`src/rtl/pc_sequencer_if.sv`:
```
// Fetch-control bus between branch/decode logic (master) and the PC sequencer (slave).
interface pc_sequencer_if #(
  parameter int WIDTH = 16
);
  logic             stall;
  logic [2:0]       op;
  logic [WIDTH-1:0] offset;
  logic [WIDTH-1:0] target;
  logic             clr_err;
  logic [WIDTH-1:0] pc;
  logic [WIDTH-1:0] pc_next;
  logic             ras_empty;
  logic             ras_full;
  logic             ras_ovf;
  logic             ras_unf;

  modport master (
    output stall, op, offset, target, clr_err,
    input  pc, pc_next, ras_empty, ras_full, ras_ovf, ras_unf
  );

  modport slave (
    input  stall, op, offset, target, clr_err,
    output pc, pc_next, ras_empty, ras_full, ras_ovf, ras_unf
  );
endinterface

```
`src/rtl/pc_sequencer.sv`:
```
// Program counter with sequential/branch/jump/call/return and a circular return-address stack.
module pc_sequencer #(
  parameter int          WIDTH      = 16,
  parameter int unsigned RESET_ADDR = 0,
  parameter int unsigned INC        = 1,
  parameter int          RAS_DEPTH  = 4
) (
  input logic            clk,
  input logic            rst,
  pc_sequencer_if.slave  bus
);
  localparam int PW = $clog2(RAS_DEPTH);
  localparam int CW = PW + 1;
  localparam logic [WIDTH-1:0] RST_PC   = WIDTH'(RESET_ADDR);
  localparam logic [WIDTH-1:0] INC_W    = WIDTH'(INC);
  localparam logic [CW-1:0]    FULL_CNT = CW'(RAS_DEPTH);

  localparam logic [2:0] OP_BRANCH = 3'd1;
  localparam logic [2:0] OP_JUMP   = 3'd2;
  localparam logic [2:0] OP_CALL   = 3'd3;
  localparam logic [2:0] OP_RET    = 3'd4;

  logic [WIDTH-1:0] pc_q, pc_d, pc_inc;
  logic [WIDTH-1:0] ras [RAS_DEPTH];
  logic [PW-1:0]    top_q, top_d, top_inc;
  logic [CW-1:0]    cnt_q, cnt_d;
  logic             empty_q, full_q, ovf_q, unf_q;
  logic             do_push, do_pop, set_ovf, set_unf;

  assign pc_inc  = pc_q + INC_W;
  assign top_inc = top_q + 1'b1;

  always_comb begin
    pc_d    = pc_q;
    do_push = 1'b0;
    do_pop  = 1'b0;
    set_ovf = 1'b0;
    set_unf = 1'b0;
    if (!bus.stall) begin
      case (bus.op)
        OP_BRANCH: pc_d = pc_q + bus.offset;
        OP_JUMP:   pc_d = bus.target;
        OP_CALL: begin
          pc_d    = bus.target;
          do_push = 1'b1;
          set_ovf = (cnt_q == FULL_CNT);
        end
        OP_RET: begin
          if (cnt_q != '0) begin
            pc_d   = ras[top_q];
            do_pop = 1'b1;
          end else begin
            pc_d    = pc_inc;
            set_unf = 1'b1;
          end
        end
        default:   pc_d = pc_inc;
      endcase
    end
  end

  // A push while full keeps the count saturated; the slot written is the oldest one.
  always_comb begin
    top_d = top_q;
    cnt_d = cnt_q;
    if (do_push) begin
      top_d = top_inc;
      cnt_d = (cnt_q == FULL_CNT) ? cnt_q : cnt_q + 1'b1;
    end else if (do_pop) begin
      top_d = top_q - 1'b1;
      cnt_d = cnt_q - 1'b1;
    end
  end

  always_ff @(posedge clk or posedge rst) begin
    if (rst) begin
      pc_q    <= RST_PC;
      top_q   <= '0;
      cnt_q   <= '0;
      empty_q <= 1'b1;
      full_q  <= 1'b0;
      ovf_q   <= 1'b0;
      unf_q   <= 1'b0;
    end else begin
      pc_q    <= pc_d;
      top_q   <= top_d;
      cnt_q   <= cnt_d;
      empty_q <= (cnt_d == '0);
      full_q  <= (cnt_d == FULL_CNT);
      ovf_q   <= set_ovf | (ovf_q & ~bus.clr_err);
      unf_q   <= set_unf | (unf_q & ~bus.clr_err);
    end
  end

  always_ff @(posedge clk) begin
    if (do_push) ras[top_inc] <= pc_inc;
  end

  assign bus.pc        = pc_q;
  assign bus.pc_next   = pc_d;
  assign bus.ras_empty = empty_q;
  assign bus.ras_full  = full_q;
  assign bus.ras_ovf   = ovf_q;
  assign bus.ras_unf   = unf_q;
endmodule

```
`src/flat_wrapper.sv`:
```
// flat-port wrapper written by rule: the top's interface ports become plain ports
module pc_sequencer_flat 
#(
  parameter int          WIDTH      = 16,
  parameter int unsigned RESET_ADDR = 0,
  parameter int unsigned INC        = 1,
  parameter int          RAS_DEPTH  = 4
)
  (clk, rst, bus_stall, bus_op, bus_offset, bus_target, bus_clr_err, bus_pc, bus_pc_next, bus_ras_empty, bus_ras_full, bus_ras_ovf, bus_ras_unf);
  pc_sequencer_if #(.WIDTH(WIDTH)) bus_i ();
  input logic clk;
  input logic rst;
  input wire logic [$bits(bus_i.stall)-1:0] bus_stall;
  input wire logic [$bits(bus_i.op)-1:0] bus_op;
  input wire logic [$bits(bus_i.offset)-1:0] bus_offset;
  input wire logic [$bits(bus_i.target)-1:0] bus_target;
  input wire logic [$bits(bus_i.clr_err)-1:0] bus_clr_err;
  output wire logic [$bits(bus_i.pc)-1:0] bus_pc;
  output wire logic [$bits(bus_i.pc_next)-1:0] bus_pc_next;
  output wire logic [$bits(bus_i.ras_empty)-1:0] bus_ras_empty;
  output wire logic [$bits(bus_i.ras_full)-1:0] bus_ras_full;
  output wire logic [$bits(bus_i.ras_ovf)-1:0] bus_ras_ovf;
  output wire logic [$bits(bus_i.ras_unf)-1:0] bus_ras_unf;
  assign bus_i.stall = bus_stall;
  assign bus_i.op = bus_op;
  assign bus_i.offset = bus_offset;
  assign bus_i.target = bus_target;
  assign bus_i.clr_err = bus_clr_err;
  assign bus_pc = bus_i.pc;
  assign bus_pc_next = bus_i.pc_next;
  assign bus_ras_empty = bus_i.ras_empty;
  assign bus_ras_full = bus_i.ras_full;
  assign bus_ras_ovf = bus_i.ras_ovf;
  assign bus_ras_unf = bus_i.ras_unf;
  pc_sequencer #(.WIDTH(WIDTH), .RESET_ADDR(RESET_ADDR), .INC(INC), .RAS_DEPTH(RAS_DEPTH)) u_core (.clk(clk), .rst(rst), .bus(bus_i));
endmodule
```
`config.mk`:
```
export PLATFORM = sky130hd
export DESIGN_NAME = pc_sequencer_flat
export DESIGN_NICKNAME = d
export VERILOG_FILES = /design/src/rtl/pc_sequencer_if.sv /design/src/rtl/pc_sequencer.sv /design/src/flat_wrapper.sv
export SDC_FILE = /design/constraint.sdc
export NUM_CORES = 1
export LEC_CHECK = 0
export CORE_MARGIN = 3
export CORE_UTILIZATION = 61
export CTS_BUF_LIST = sky130_fd_sc_hd__clkbuf_8
export CTS_CLUSTER_SIZE = 28
export DETAILED_ROUTE_END_ITERATION = 8
export HOLD_SLACK_MARGIN = 0.12
export PLACE_DENSITY = 0.95
export RECOVER_POWER = 100
export SETUP_SLACK_MARGIN = 0.02
export SLEW_MARGIN = 20
export SYNTH_ARGS = -nofsm -noshare
export SYNTH_HDL_FRONTEND = slang
export SYNTH_SLANG_ARGS = --single-unit
export TNS_END_PERCENT = 1
```
`constraint.sdc`:
```
create_clock -name clk -period 4.3 [get_ports clk]
set_input_delay 0.43 -clock clk [delete_from_list [all_inputs] [get_ports clk]]
set_output_delay 0.43 -clock clk [all_outputs]
set_load 0.02 [all_outputs]
```
======== Yosys cells after proc, flatten, opt, wreduce, memory -nomap -nowiden ========
Memories as Yosys holds them, arrays and structs flattened.
Index checks and enable logic that the tools add are counted.
cells by class
  divide/modulo/power cells ............... 0
  reduce and logical (&&, ||, !) cells .... 4
  $add $sub $neg .......................... 6
  bitwise logic cells ..................... 5
  mux-type cells .......................... 20
  eq/ne operators ......................... 6
  $lt $le $gt $ge ......................... 0
  multipliers ............................. 0
  shifts and indexed selects .............. 0
operators by type and width
  kind                                                                count
  16-bit case mux with 3 select lines                                 1
  16-bit two-way mux                                                  2
  16-bit by 1-bit adder with 16-bit output, second input constant     1
  16-bit adder                                                        1
  1-bit two-way mux                                                   12
  3-bit == test, second input constant                                3
  3-bit two-way mux                                                   3
  3-bit by 2-bit == test with 1-bit output, second input constant     2
  2-bit two-way mux                                                   2
  3-bit by 1-bit adder with 3-bit output, second input constant       1
  3-bit by 1-bit == test with 1-bit output, second input constant     1
  3-bit zero test                                                     1
  3-bit nonzero test                                                  1
  3-bit by 1-bit subtractor with 3-bit output, second input constant  1
  2-bit by 1-bit adder with 2-bit output, second input constant       1
  1-bit AND                                                           2
  1-bit bitwise OR                                                    2
  2-bit nonzero test                                                  1
  2-bit OR reduction                                                  1
  2-bit by 1-bit subtractor with 2-bit output, second input constant  1
  1-bit NOT                                                           1
storage, ports and cells
  word-level logic and storage cells ...... 49
  bits in registers ....................... 25
  memory bits (writable) .................. 64
  memory bits (read-only) ................. 0
  memories ................................ 1
  bits in latches ......................... 0
  input bits .............................. 39
memories
  name        depth  width  read ports  clocked after Yosys merged registers in  write ports  RTL line            source
  u_core.ras  4      16     1           0                                        1            pc_sequencer.sv:24  logic [WIDTH-1:0] ras [RAS_DEPTH];

======== Longest topological paths before layout ========
  word-level depth ........................ 7
  gate-level depth with buffers ........... 11

======== Least setup slack after synthesis ========
No wires, ideal clock.
  kind .................................... reg-to-output
  start ................................... register u_core.pc_q[0] (netlist: u_core.bus.pc[0])
  end ..................................... output port bus_pc_next[8]
  arrival ................................. 2.643 ns
  setup slack ............................. 1.227 ns
  stages on the path, launching flop included .. 10
  cells stage by stage .................... dfrtp_1 -> ha_1 -> inv_1 -> fa_1 -> nor2b_1 -> o2111ai_1 -> a21boi_0 -> o21ai_0 -> a211o_1 -> a32oi_1
between the ends
  longest elaborated chain between the ends .. 4
ends and longest elaborated chain
  element                                   RTL line            source
  start: declaration                        pc_sequencer.sv:23  logic [WIDTH-1:0] pc_q, pc_d, pc_inc;
  start signal: assignment                  pc_sequencer.sv:85  pc_q <= pc_d;
  16-bit by 1-bit adder with 16-bit output  pc_sequencer.sv:30  assign pc_inc = pc_q + INC_W;
  16-bit two-way mux                        pc_sequencer.sv:49  if (cnt_q != '0) begin
  16-bit case mux with 3 select lines *     pc_sequencer.sv:40  case (bus.op)
  16-bit two-way mux *                      pc_sequencer.sv:39  if (!bus.stall) begin
  end: declaration                          flat_wrapper.sv:19  output wire logic [$bits(bus_i.pc_next)-1:0] bus_pc_next;
Mark *: on every way between the ends. The rest lies on a longest branch, timed or not.

======== Final worst setup path ========
  start ................................... input port bus_op[0]
  end ..................................... output port bus_pc_next[4]
between the ends
  longest elaborated chain between the ends .. 4
ends and longest elaborated chain
  element                                   RTL line            source
  start: declaration                        flat_wrapper.sv:14  input wire logic [$bits(bus_i.op)-1:0] bus_op;
  3-bit by 2-bit == test with 1-bit output  pc_sequencer.sv:40
  2-bit OR reduction (no line)              n/a
  16-bit case mux with 3 select lines *     pc_sequencer.sv:40
  16-bit two-way mux *                      pc_sequencer.sv:39
Marks and branches as above.

==> results.toml <==
[sta]
setup_tns_ns = 0
skew_ns = 0.01041
max_freq_mhz = 242.3
fin_crit_ns = 4.127
finalHoldViolCount = 0
finalWorstSetupSlack_ns = 0.1727
worstMarginPinSlew_ns = 1.251
maxSlewViolCount = 0
relSlewSlack = 0.1657
setup-violations-final = 0
worst_hold_slack_ns = 0.5302
period_share = 0.9598
rsz0062_at_grt = "no"

[yosys]
synthesis.nets = 469
postSynthCellCount = 406
synthAdderAreaFrac = 0.06215
synth_xor_area_frac = 0.04952
muxShareOfSynthArea = 0.07681
yosys.area_share.simple = 0.1018
synth_seq_cells = 89
yosysWarnings = 0
syn_avg_cell_area_sq_um = 12.20
synth_edf_count = 64
synthArstFlopShare = 0.2809
synth_top_family_by_area = "compound AO/OA/AOI/OAI gates"
synth-compound-area-share = 0.1577
syn_area_sq_um = 4952
ys_dominant_reg_cell = "edfxtp_1"
synth-seq-area-share = 0.5147
ys_types = 59

[worst_hold_path]
hold_start = "u_core.bus.ras_unf"
min_to = "u_core.bus.ras_unf"
hold_class = "register to register"
min_path_cells = 2

[clock_network]
cts_root_buffer = "clkbuf_8"
path_clk_slew_ns = 0.10
numCtsBuffers = 9
ctsHoldBuffers = 0
clockBufferDepth = 2
worst_skew_pair.late_latency_ns = 0.36
clock-sinks = 89
post-cts-setup-buffer-count = 0
cts_tree = "yes"
cts_resized = 0
htreeDepth = 3

[die]
fp-row-count = 32
die_x_microns = 96.10
coreArea_sq_um = 7807
die_area_sq_um = 9235
die_y_microns = 96.10
io_pins = 75
floorplan.initialDensity = 0.6343

[setup_path]
end_kind = "output pin"
reg2reg_to = "u_core.bus.pc[12]"
startpoint_type = "primary input"
required_ns = 3.87
rrSetupSlack_ns = 1.51
cpMaxStageDelayCell = "and3_1"
critPathMaxFanout = 19
cp_slowest_stage_delay_ns = 0.69
crit_arrival_ns = 3.70
ff2ff_path_depth = 10
path_cells = "dlygate4sd3_1 -> nor2_1 -> and3_1 -> nor2_1 -> clkbuf_1 -> a21oi_1 -> a2bb2oi_1 -> dlygate4sd3_1"
reg2reg_from = "u_core.bus.pc[0]"
crit_type = "primary input to output pin"

[grt]
first_global_vias = 3720
grt_pass1_wl_microns = 19620
grt_antenna_before_repair = 0
gr-usage-all-layers = 0.2860
grt-ovfl-total = 0
grt_max_degree = 26

[drt]
dr.pass1.iters = 5
postRouteAntennaNets = 0
viasPerCell = 6.584
vias = 3819
wl_microns = 12340
drcViolationCount = 0
avgRoutedWirePerCell_microns = 21.28
drtIter0Drc = 361

[cells_and_area]
final_nets = 536
drive_above_1_share = 0.09623
syn_to_final_growth_pct = 19.63
n_antenna_cell = 0

[power_and_ir_drop]
power.density_nw_per_um2 = 545.8
peakVddDrop_mv = 0.3145
leakagePower_nw = 2.180
fin_total_pwr_mw = 3.234

[placed_design]
io_buffer_count = 74
dpl_worst_slack_ns = 0.3375
post-dp-hpwl_microns = 9008
gp_congestion = 0.9858

[run_status]
status = "finished clean"

[run]
cap_violations = 0
-- where the power goes --
| group | switching [mW] | total, mW | internal (mW) |
|---|---|---|---|
| Sequential | 0.178 | 1.27 | 1.09 |
| Clock | 0.334 | 0.621 | 0.287 |
| Combinational | 0.735 | 1.35 | 0.612 |
| Total | 1.25 | 3.23 | 1.99 |
-- per-stage QoR --
| stage | instance area (sq um) | cells | util |
|---|---|---|---|
| 2_1_floorplan | 4952 | 406 | - |
| 5_1_grt | 5924 | 580 | 0.7588 |
| 4_1_cts | 5963 | 580 | 0.7638 |
| 6_report | 5924 | 580 | 0.7588 |
| 3_3_place_gp | 5748 | 564 | 0.7362 |
| 3_5_place_dp | 5748 | 564 | 0.7362 |
-- sequential cells by signal, indices dropped and copies added (netlist names) --
signal / cells
u_core.bus.pc: 16
u_core.bus.ras_empty: 1
u_core.bus.ras_full: 1
u_core.bus.ras_ovf: 1
u_core.bus.ras_unf: 1
u_core.cnt_q: 3
u_core.ras: 64
u_core.top_q: 2
-- cell type report --
class,count,area [sq um]
sequential,89,2550
multi-input combinational,273,2182
fill,516,1883
timing repair buffer,78,767.0
tap,102,127.6
clock buffer,9,123.9
clock inverter,7,91.34
inverter,22,82.58
-- Yosys cell counts, types with 3 or more instances --
master     number  area share
nor2_1         17       0.013
o22ai_1         3      0.0038
nand4_1         6      0.0076
nor3_1          9      0.0091
o21a_1          3      0.0045
inv_1          22       0.017
dfrtp_1        24        0.12
o21ai_0        14       0.014
a2bb2oi_1       6       0.011
or2_2           3      0.0038
and3_1          4      0.0051
xnor2_1        19       0.034
clkbuf_1       16       0.012
a211oi_1        3      0.0045
nand3_1         6      0.0061
ha_1           23       0.058
and2_1          5      0.0063
a31oi_1         3      0.0038
mux4_2         16       0.073
a221oi_1        9       0.016
nand2b_1        3      0.0038
xor2_1          9       0.016
a21o_1          7       0.011
a21oi_1        25       0.025
a221o_1        10       0.020
edfxtp_1       64        0.39
o211ai_1        3      0.0045
nand2_1        29       0.022
buf_2           4      0.0040
o2111ai_1       3      0.0053
-- worst max-delay path by stage --
stage / start / endpoint / cells after the start
floorplan: u_core.bus.pc[0] / bus_pc_next[8] / 9
global placement: bus_offset[0] / bus_pc_next[8] / 11
detailed placement: bus_offset[0] / bus_pc_next[12] / 12
CTS: u_core.bus.pc[0] / bus_pc_next[12] / 11
global route: u_core.bus.pc[4] / bus_pc_next[13] / 9
finish: bus_op[0] / bus_pc_next[4] / 8
-- logic make-up after synthesis --
kind of cell | after synthesis
adders and majority gates | 24
muxes | 18
and+or+nand+nor | 96
AOI/OAI and AO/OA | 107
xor gates and xnor gates | 28
buffers and inverters | 44
DFF | 89
-- layout by cell type, fill, tap and decap left out, types with 3 or more instances in the layout --
| cell type | synthesis | layout |
|---|---|---|
| a211oi_1 | 3 | 4 |
| a21o_1 | 7 | 7 |
| a21oi_1 | 25 | 25 |
| a221o_1 | 10 | 10 |
| a221oi_1 | 9 | 9 |
| a2bb2oi_1 | 6 | 6 |
| a31oi_1 | 3 | 3 |
| and2_0 | 1 | 5 |
| and3_1 | 4 | 5 |
| buf_4 | 0 | 3 |
| clkbuf_8 | 0 | 9 |
| clkdlybuf4s50_1 | 0 | 41 |
| dfrtp_1 | 24 | 23 |
| dlygate4sd3_1 | 0 | 33 |
| edfxtp_1 | 64 | 64 |
| ha_1 | 23 | 23 |
| inv_1 | 22 | 22 |
| inv_8 | 0 | 4 |
| mux4_2 | 16 | 16 |
| nand2_1 | 29 | 29 |
| nand2b_1 | 3 | 3 |
| nand3_1 | 6 | 6 |
| nand4_1 | 6 | 7 |
| nor2_1 | 17 | 18 |
| nor3_1 | 9 | 9 |
| o2111ai_1 | 3 | 3 |
| o211ai_1 | 3 | 3 |
| o21a_1 | 3 | 3 |
| o21ai_0 | 14 | 14 |
| o22ai_1 | 3 | 3 |
| or2_2 | 3 | 3 |
| xnor2_1 | 19 | 19 |
| xor2_1 | 9 | 9 |
-- critical path: cells and delay by family --
kind | cells | cell delay (ns)
AOI/OAI and AO/OA | 2 | 0.46
buffers and inverters | 3 | 1.57
and+or+nand+nor | 3 | 1.22
-- per-layer routing --
layer / up-vias / share of wire / global-route usage
met5: - / 0 / 0
met4: 0 / 0.030 / 0.07701
met3: 39 / 0.10 / 0.07897
met2: 248 / 0.49 / 0.4635
met1: 1841 / 0.38 / 0.3809
li1: 1691 / - / -
Power figures use the tool's default switching activity.
